## config.mk

```make
export PLATFORM = sky130hd
export DESIGN_NAME = compare_scheduler
export DESIGN_NICKNAME = d
export VERILOG_FILES = /design/src/rtl/cmp_sched_pkg.sv /design/src/rtl/cmp2_core.sv /design/src/rtl/compare_scheduler.sv
export SDC_FILE = /design/constraint.sdc
export NUM_CORES = 1
export LEC_CHECK = 0
export CAP_MARGIN = 40
export CORE_UTILIZATION = 40
export CTS_CLUSTER_SIZE = 10
export DETAILED_ROUTE_END_ITERATION = 10
export PLACE_DENSITY = 0.7
export SKIP_LAST_GASP = 1
export SYNTH_ARGS = -nofsm -noshare
export SYNTH_HDL_FRONTEND = slang
export SYNTH_SLANG_ARGS = --single-unit
```

## constraint.sdc

```tcl
create_clock -name clk -period 2.1 [get_ports clk]
set_input_delay 0.42 -clock clk [delete_from_list [all_inputs] [get_ports clk]]
set_output_delay 0.42 -clock clk [all_outputs]
set_load 0.03 [all_outputs]
```

## src/rtl/cmp_sched_pkg.sv

```systemverilog
`default_nettype none
// ============================================================================
//  Module      : cmp_sched_pkg
//  Description : Shared definitions for the compare scheduler: requester
//                count, operand width, FSM state encoding and the packed
//                {lt, eq, gt} result codes.
//  Revision    : 1.0 - initial release
// ============================================================================
package cmp_sched_pkg;

    localparam int NUM_REQ = 4;    // number of requesters (fixed)
    localparam int W       = 2;    // operand width in bits (fixed)
    localparam int ID_W    = 2;    // width of a requester index
    localparam int CNT_W   = 8;    // completed-comparison counter width

    localparam logic [CNT_W-1:0] CNT_MAX = 8'hFF;

    typedef enum logic [1:0] {
        IDLE = 2'd0,
        CMP  = 2'd1,
        RESP = 2'd2
    } state_t;

    // Result codes, bit order {lt, eq, gt}
    localparam logic [2:0] RES_NONE = 3'b000;
    localparam logic [2:0] RES_LT   = 3'b100;
    localparam logic [2:0] RES_EQ   = 3'b010;
    localparam logic [2:0] RES_GT   = 3'b001;

endpackage : cmp_sched_pkg
`default_nettype wire

```

## src/rtl/cmp2_core.sv

```systemverilog
`default_nettype none
// ============================================================================
//  Module      : cmp2_core
//  Description : Purely combinational 2-bit unsigned magnitude comparator.
//  Ports       : a, b   - operands
//                lt     - a <  b
//                eq     - a == b
//                gt     - a >  b
//  Revision    : 1.0 - initial release
// ============================================================================
module cmp2_core (
    input  logic [1:0] a,
    input  logic [1:0] b,
    output logic       lt,
    output logic       eq,
    output logic       gt
);

    assign lt = (a <  b);
    assign eq = (a == b);
    assign gt = (a >  b);

endmodule : cmp2_core
`default_nettype wire

```

## src/rtl/compare_scheduler.sv

```systemverilog
`default_nettype none
// ============================================================================
//  Module      : compare_scheduler
//  Description : Round-robin arbiter in front of a shared 2-bit comparator.
//                One request is served per IDLE -> CMP -> RESP transaction;
//                the result is held until the consumer acknowledges it.
//  Ports       : clk, rst       - clock, asynchronous active-high reset
//                req            - per-requester compare request
//                a_in, b_in     - packed operands, requester i on [2i+1:2i]
//                res_ack        - consumer accepts the current result
//                gnt            - one-hot pulse, winner's operands captured
//                busy           - FSM not in IDLE
//                res_valid      - result valid, held until accepted
//                res_id         - owner of the current result
//                lt, eq, gt     - unsigned compare outcome
//                cmp_count      - saturating count of acknowledged results
//  Revision    : 1.0 - initial release
// ============================================================================
module compare_scheduler
    import cmp_sched_pkg::*;
(
    input  logic                 clk,
    input  logic                 rst,
    input  logic [NUM_REQ-1:0]   req,
    input  logic [NUM_REQ*W-1:0] a_in,
    input  logic [NUM_REQ*W-1:0] b_in,
    input  logic                 res_ack,
    output logic [NUM_REQ-1:0]   gnt,
    output logic                 busy,
    output logic                 res_valid,
    output logic [ID_W-1:0]      res_id,
    output logic                 lt,
    output logic                 eq,
    output logic                 gt,
    output logic [CNT_W-1:0]     cmp_count
);

    localparam logic [NUM_REQ-1:0] c_gnt_lsb = {{(NUM_REQ-1){1'b0}}, 1'b1};

    state_t             r_state;
    logic [ID_W-1:0]    r_ptr;
    logic [W-1:0]       r_op_a;
    logic [W-1:0]       r_op_b;
    logic [2:0]         r_result;
    logic [NUM_REQ-1:0] r_gnt;
    logic               r_busy;
    logic               r_res_valid;
    logic [ID_W-1:0]    r_res_id;
    logic [CNT_W-1:0]   r_cmp_count;

    logic [ID_W-1:0]    w_idx;
    logic [ID_W-1:0]    w_win_id;
    logic               w_found;
    logic               w_lt;
    logic               w_eq;
    logic               w_gt;

    // Round-robin search starting at r_ptr; the index wraps naturally in
    // ID_W bits, so the first set request in ptr, ptr+1, ... order wins.
    always_comb begin
        w_idx    = '0;
        w_win_id = '0;
        w_found  = 1'b0;
        for (int k = 0; k < NUM_REQ; k++) begin
            w_idx = r_ptr + k[ID_W-1:0];
            if (!w_found && req[w_idx]) begin
                w_found  = 1'b1;
                w_win_id = w_idx;
            end
        end
    end

    cmp2_core u_core (
        .a  (r_op_a),
        .b  (r_op_b),
        .lt (w_lt),
        .eq (w_eq),
        .gt (w_gt)
    );

    always_ff @(posedge clk or posedge rst) begin
        if (rst) begin
            r_state     <= IDLE;
            r_ptr       <= '0;
            r_op_a      <= '0;
            r_op_b      <= '0;
            r_result    <= RES_NONE;
            r_gnt       <= '0;
            r_busy      <= 1'b0;
            r_res_valid <= 1'b0;
            r_res_id    <= '0;
            r_cmp_count <= '0;
        end else begin
            case (r_state)
                IDLE: begin
                    if (|req) begin
                        r_state  <= CMP;
                        r_op_a   <= a_in[w_win_id*W +: W];
                        r_op_b   <= b_in[w_win_id*W +: W];
                        r_res_id <= w_win_id;
                        r_gnt    <= c_gnt_lsb << w_win_id;
                        r_busy   <= 1'b1;
                    end
                end
                CMP: begin
                    r_state     <= RESP;
                    r_gnt       <= '0;
                    r_result    <= {w_lt, w_eq, w_gt};
                    r_res_valid <= 1'b1;
                end
                RESP: begin
                    if (res_ack) begin
                        r_state     <= IDLE;
                        r_res_valid <= 1'b0;
                        r_result    <= RES_NONE;
                        r_busy      <= 1'b0;
                        // Winner becomes lowest priority for the next search
                        r_ptr       <= r_res_id + 1'b1;
                        if (r_cmp_count != CNT_MAX) begin
                            r_cmp_count <= r_cmp_count + 1'b1;
                        end
                    end
                end
                default: begin
                    r_state     <= IDLE;
                    r_gnt       <= '0;
                    r_busy      <= 1'b0;
                    r_res_valid <= 1'b0;
                    r_result    <= RES_NONE;
                end
            endcase
        end
    end

    assign gnt          = r_gnt;
    assign busy         = r_busy;
    assign res_valid    = r_res_valid;
    assign res_id       = r_res_id;
    assign {lt, eq, gt} = r_result;
    assign cmp_count    = r_cmp_count;

endmodule : compare_scheduler
`default_nettype wire

```

# --- Word-level counts from Yosys, hierarchy flattened ---
# Index checks and enable logic that the tools add are counted.
word_totals:
  register_bits: 27
  in_bits: 23
  word_cells: 74
classes:
  addsub: 5
  order_cmp: 6
  n_eq_ne: 6
  n_shift: 3
  muxes: 26
  n_bitwise: 3
  n_reduce_logical: 15
ops:
  columns: ["op", "count"]
  rows:
  - ["$shiftx A8 B4 Y2", 2]
  - ["$lt A2 B3 Y1 const B", 4]
  - ["$mux W2", 6]
  - ["$reduce_and A2 Y1", 5]
  - ["$mux W1", 9]
  - ["$pmux W3 S3", 1]
  - ["$add A8 B1 Y8 const B", 1]
  - ["$bmux W1 S2", 4]
  - ["$ne A8 B8 Y1 const B", 1]
  - ["$pmux W4 S2", 1]
  - ["$pmux W1 S3", 2]
  - ["$pmux W2 S3", 1]
  - ["$reduce_and A3 Y1", 2]
  - ["$add A2 B1 Y2 const B", 2]
  - ["$add A2 B2 Y2 const B", 2]
  - ["$mux W4", 1]
  - ["$ne A2 B2 Y1 const B", 2]
  - ["$reduce_or A4 Y1", 1]
  - ["$shl A1 B2 Y4 const A", 1]
  - ["$logic_and A1 B1 Y1", 3]
  - ["$logic_not A1 Y1", 3]
  - ["$mux W3", 1]
  - ["$not A1 Y1", 3]
  - ["$eq A2 B1 Y1 const B", 1]
  - ["5 further kinds", 5]

# --- Logic depth before layout (Yosys ltp) ---
# Gate-level depths: netlist (run 1).
logic_depth:
  depth_word: 15
  ltp_mapped: 7

# --- Modules after synthesis ---
# From an unflattened synthesis (run 1), not the netlist that was laid out.
hier_totals:
  hier_cells: 133
  area_unflattened_um2: 1417.6
by_module_without_submodules:
  columns: ["mod", "n_inst", "cells_each", "area_per_inst_um2", "seq_area_each_um2"]
  rows:
  - ["compare_scheduler", 1, 124, 1355.0, 675.6]
  - ["cmp2_core", 1, 9, 62.6, 0.0]

# --- Least setup slack after synthesis (run 1) ---
# OpenSTA, ideal clock, no wires.
synth_path:
  path_kind: "reg2reg"
  start: "register r_cmp_count[0], in the netlist cmp_count[0]"
  end: "register r_cmp_count[5], in the netlist cmp_count[5]"
  setup_time_ns: 0.080
  arrival_time_ns: 1.678
  t_required_ns: 2.020
  setup_slack_ns: 0.341
  stages_incl_launch_ff: 7
  period_less_slack_ns: 1.759
  cell_sequence: "dfrtp_1 -> ha_1 -> and3_1 -> a31oi_4 -> nand4_1 -> nor2_1 -> xor2_1"
synth_between:
  elab_chain_cells: 2
synth_rtl:
  columns: ["item", "line", "source"]
  rows:
  - ["start, declared", "compare_scheduler.sv:49", "logic [CNT_W-1:0] r_cmp_count;"]
  - ["start signal, assigned", "compare_scheduler.sv:120", "r_cmp_count <= r_cmp_count + 1'b1;"]
  - ["branches (longest 2 deep; another with $add A8 B1 Y8)", null, null]
# Several ways; the timed one is not identified.
# A chain may end at the register's enable or synchronous reset.

# --- Worst setup path in the final report (run 1) ---
layout_path:
  start: "register r_cmp_count[6], in the netlist cmp_count[6]"
  end: "output port cmp_count[6]"
layout_lines:
  columns: ["item", "line", "source"]
  rows:
  - ["end, declared", "compare_scheduler.sv:35", "output logic [CNT_W-1:0] cmp_count"]
# No word-level cell between the ends.

==> results of run 1 <==
## path summary, 6_finish.rpt
kind                                     startpoint                  endpoint  cells after the start
min in group clk           cmp_count[5]$_DFFE_PP0P_  cmp_count[5]$_DFFE_PP0P_                      1
min reg2reg                cmp_count[5]$_DFFE_PP0P_  cmp_count[5]$_DFFE_PP0P_                      1
max reg2reg                cmp_count[0]$_DFFE_PP0P_  cmp_count[5]$_DFFE_PP0P_                      6
max in group asynchronous                       rst  cmp_count[7]$_DFFE_PP0P_                      3
max                        cmp_count[6]$_DFFE_PP0P_              cmp_count[6]                      1
min                                             rst     r_op_a[1]$_DFFE_PP0P_                      3
## report_power, final
group	switching, mW	internal (mW)	leakage [nW]
clock	0.144	0.0743	0.0150
sequential	0.190	0.730	0.343
combinational	0.750	0.618	0.465
## sequential cells by signal (all words and copies together) (netlist names)
register	cells
r_result	3
gnt	4
r_ptr	2
busy	1
r_op_a	2
cmp_count	8
res_valid	1
r_op_b	2
res_id	2
r_state	2
## area by class of cell
cell class                      count  area (sq um)  share of cell area
Sequential cell                    27           676               0.360
Clock buffer                        4          26.3              0.0140
Multi-Input combinational cell     91           628               0.335
Inverter                            9          33.8              0.0180
Tap cell                           44          55.1              0.0294
Timing Repair Buffer               47           455               0.243
## stage by stage
| step | power, mW | hold slack, ns |
|---|---|---|
| finish | 2.51 | 0.437 |
| floorplan | 1.85 | 0.457 |
| global route | 2.70 | 0.450 |
| detailed placement | 2.30 | 0.476 |
| CTS | 2.53 | 0.444 |
| global placement | 2.27 | 0.464 |
## logic make-up (layout without fill, tap and decap cells)
logic type | count (synthesis) | count (layout) | share of synthesized area
muxes | 12 | 12 | 0.0889
adders and majority gates | 3 | 3 | 0.0272
buffers and inverters | 14 | 60 | 0.0553
AOI/OAI and AO/OA | 28 | 28 | 0.157
DFF | 27 | 27 | 0.490
xor gates and xnor gates | 8 | 8 | 0.0508
and+or+nand+nor | 40 | 40 | 0.131
## cells in the mapped netlist, drive strengths merged (2+ instances only)
cell / n / area (sq um)
mux2: 2 / 22.5
and3: 2 / 12.5
mux2i: 10 / 100
nand2: 21 / 78.8
nand4: 3 / 18.8
dfrtp: 27 / 676
xnor2: 5 / 43.8
buf: 4 / 38.8
a21oi: 6 / 30.0
o21ai: 13 / 72.6
a31oi: 2 / 27.5
ha: 3 / 37.5
xor2: 3 / 26.3
o221ai: 4 / 60.1
inv: 9 / 33.8
nand2b: 2 / 12.5
nor2: 7 / 26.3
## worst register-to-register path: cells and delay by family, from the launching register on
family                   cells  cell delay, ns
AND/OR/NAND/NOR              3            0.57
flip-flops                   1            0.45
adder cells (fa/ha/maj)      1            0.26
AO/OA/AOI/OAI                1            0.24
XOR/XNOR                     1            0.15
## per-layer routing
metal	up-vias	part of all wire	track usage
met5	-	0	0
met1	525	0.44	0.216
li1	544	-	-
met2	23	0.50	0.314
met3	4	0.050	0.0320
met4	0	0.012	0.0584
==> metrics.md, run 1 <==
| Metric | Value |
|---|---|
| Post-route clock period utilization | `0.914` |
| CP endpoint kind | `primary output` |
| Worst setup slack after layout | `0.181 ns` |
| Transition at the pin with the smallest max-transition slack | `0.397 ns` |
| Run status | `finished, final reports clean` |
| Slowest cell on crit path | `clkdlybuf4s50_1` |
| Share of final-layout standard cells stronger than drive strength 1 | `0.101` |
| Overflow left after global routing | `0` |
| Average wire length per cell after detail routing | `13.1 um` |
| GR Util All Layers | `0.176` |
| WP data required | `1.68 ns` |
| Flops & latches, synth | `27` |
| Synthesized area per cell | `10.5 sq um` |
| Pin count of the biggest net entering global routing | `28` |
| Mapped Cells | `132` |
| Most common cell after layout, fill and taps aside | `clkdlybuf4s50_1` |
| Most instantiated flip-flop cell in the synthesis netlist | `dfrtp_1` |
| Slew HR | `0.733` |
| Setup TNS | `0 ns` |
| Port-buffer cells | `41` |
| Post-synth EDFFs | `0` |
| Number of DRC markers in iteration 0 | `28` |
| Leakage power total | `0.823 nW` |
| Data arrival time at the worst-slack endpoint | `1.50 ns` |
| Non-filler cells, final | `222` |
| Placed inst area | `1850 sq um` |
| Antenna violations before repair | `0` |
| I/O pin count | `42` |
| Category of cells accounting for the largest share of critical-path delay | `buffers and inverters` |
| Pwr per Cell Area | `1340 nW/um^2` |
| Achievable Freq | `521 MHz` |
| Clock Sink Count | `27` |
| Net count after synthesis | `158` |
| Worst setup slack for register-to-register paths | `0.37 ns` |
| TritonCTS Buffers | `3` |
| Sequential cell area fraction in the yosys report | `0.490` |
| Starting Density | `0.438` |
| Final cell utilization of the core | `0.594` |
| Post-place setup slack | `-0.0211 ns` |
| Startpoint kind of the worst setup timing path | `flip-flop` |
| Number of antenna repair diodes | `0` |
| Vertical extent of the die | `60.7 um` |
| Hold buffer count at cts | `0` |
| Series of cell instances along the critical path | `clkdlybuf4s50_1` |
| Vias in the first global route | `1,081` |
| Maximum buffer depth of the clock tree | `2` |
| Largest voltage drop on the vdd net | `0.000767 V` |
| Number of distinct library cells after synthesis | `30` |
| Class of the tightest hold or removal check | `input pin to asynchronous set/reset pin` |
| Number of antenna-violating nets in the routed design | `0` |
| Number of setup violations in the final report | `0` |
| Clock transition at path regs | `0.14 ns` |
| Max-cap violations | `0` |
| Number of vias in the routed layout | `1,096` |
| Cell at the root of the clock tree | `clkbuf_4` |
| Async set-reset flop share out of synthesis | `1.00` |
| Clock latency on the worst-skew pair | `0.32 ns` |
| CTS tree | `yes` |
| # fillers | `293` |
| Final hold vios | `0` |
| Area grow syn2layout | `35.8%` |
| Horiz. Die Dim | `60.7 um` |
| Total buffers and inverters traversed by the critical path | `1` |
| Synthesized cell area | `1380 sq um` |
| Count of yosys warnings during synthesis | `0` |
| Critical Path Fanout Max | `4` |
| Die ar. | `3690 sq um` |
| Post-CTS setup buffers | `0` |
| Wirelength, routed | `2.90 mm` |
| CTS resizes | `0` |
| H-Tree Level Count | `1` |
| Final setup skew | `0.00407 ns` |
| Cell Rows | `20` |
| Commonest non-fill, non-tap cells in the layout | `clkdlybuf4s50_1, dfrtp_1, nand2_1, mux2i_1` |
| Average via count per standard cell | `4.94` |
| Nets | `205` |
| Final-report max-slew violation count | `0` |
| Kind of critical path | `flip-flop to primary output` |
| Number of detailed-route iterations in the first pass | `4` |
| Half-perimeter wire length after placement | `2.20 mm` |
| First-pass GRT wire length | `4.75 mm` |
| Global placement routability congestion | `0.726` |
| Post-route cell area | `1870 sq um` |
| Setup repair after global routing missed its margin | `no` |
| Placed instance count | `218` |
| Time the final worst path needs with I/O delays and setup | `1.92 ns` |
| Remaining DRCs | `0` |
| Worst path max stage delay | `0.72 ns` |
| Area of the core | `3150 sq um` |
Note: power is estimated with default switching activity, not from simulation.
==> inputs of run 2 (changes only) <==
--- a/config.mk
+++ b/config.mk
@@ -11,6 +11,7 @@
 export DETAILED_ROUTE_END_ITERATION = 10
 export PLACE_DENSITY = 0.7
 export SKIP_LAST_GASP = 1
+export SLEW_MARGIN = 0
 export SYNTH_ARGS = -nofsm -noshare
 export SYNTH_HDL_FRONTEND = slang
 export SYNTH_SLANG_ARGS = --single-unit
==> results of run 2 <==
Final layout, timing and power as in run 1 (identical DEF).
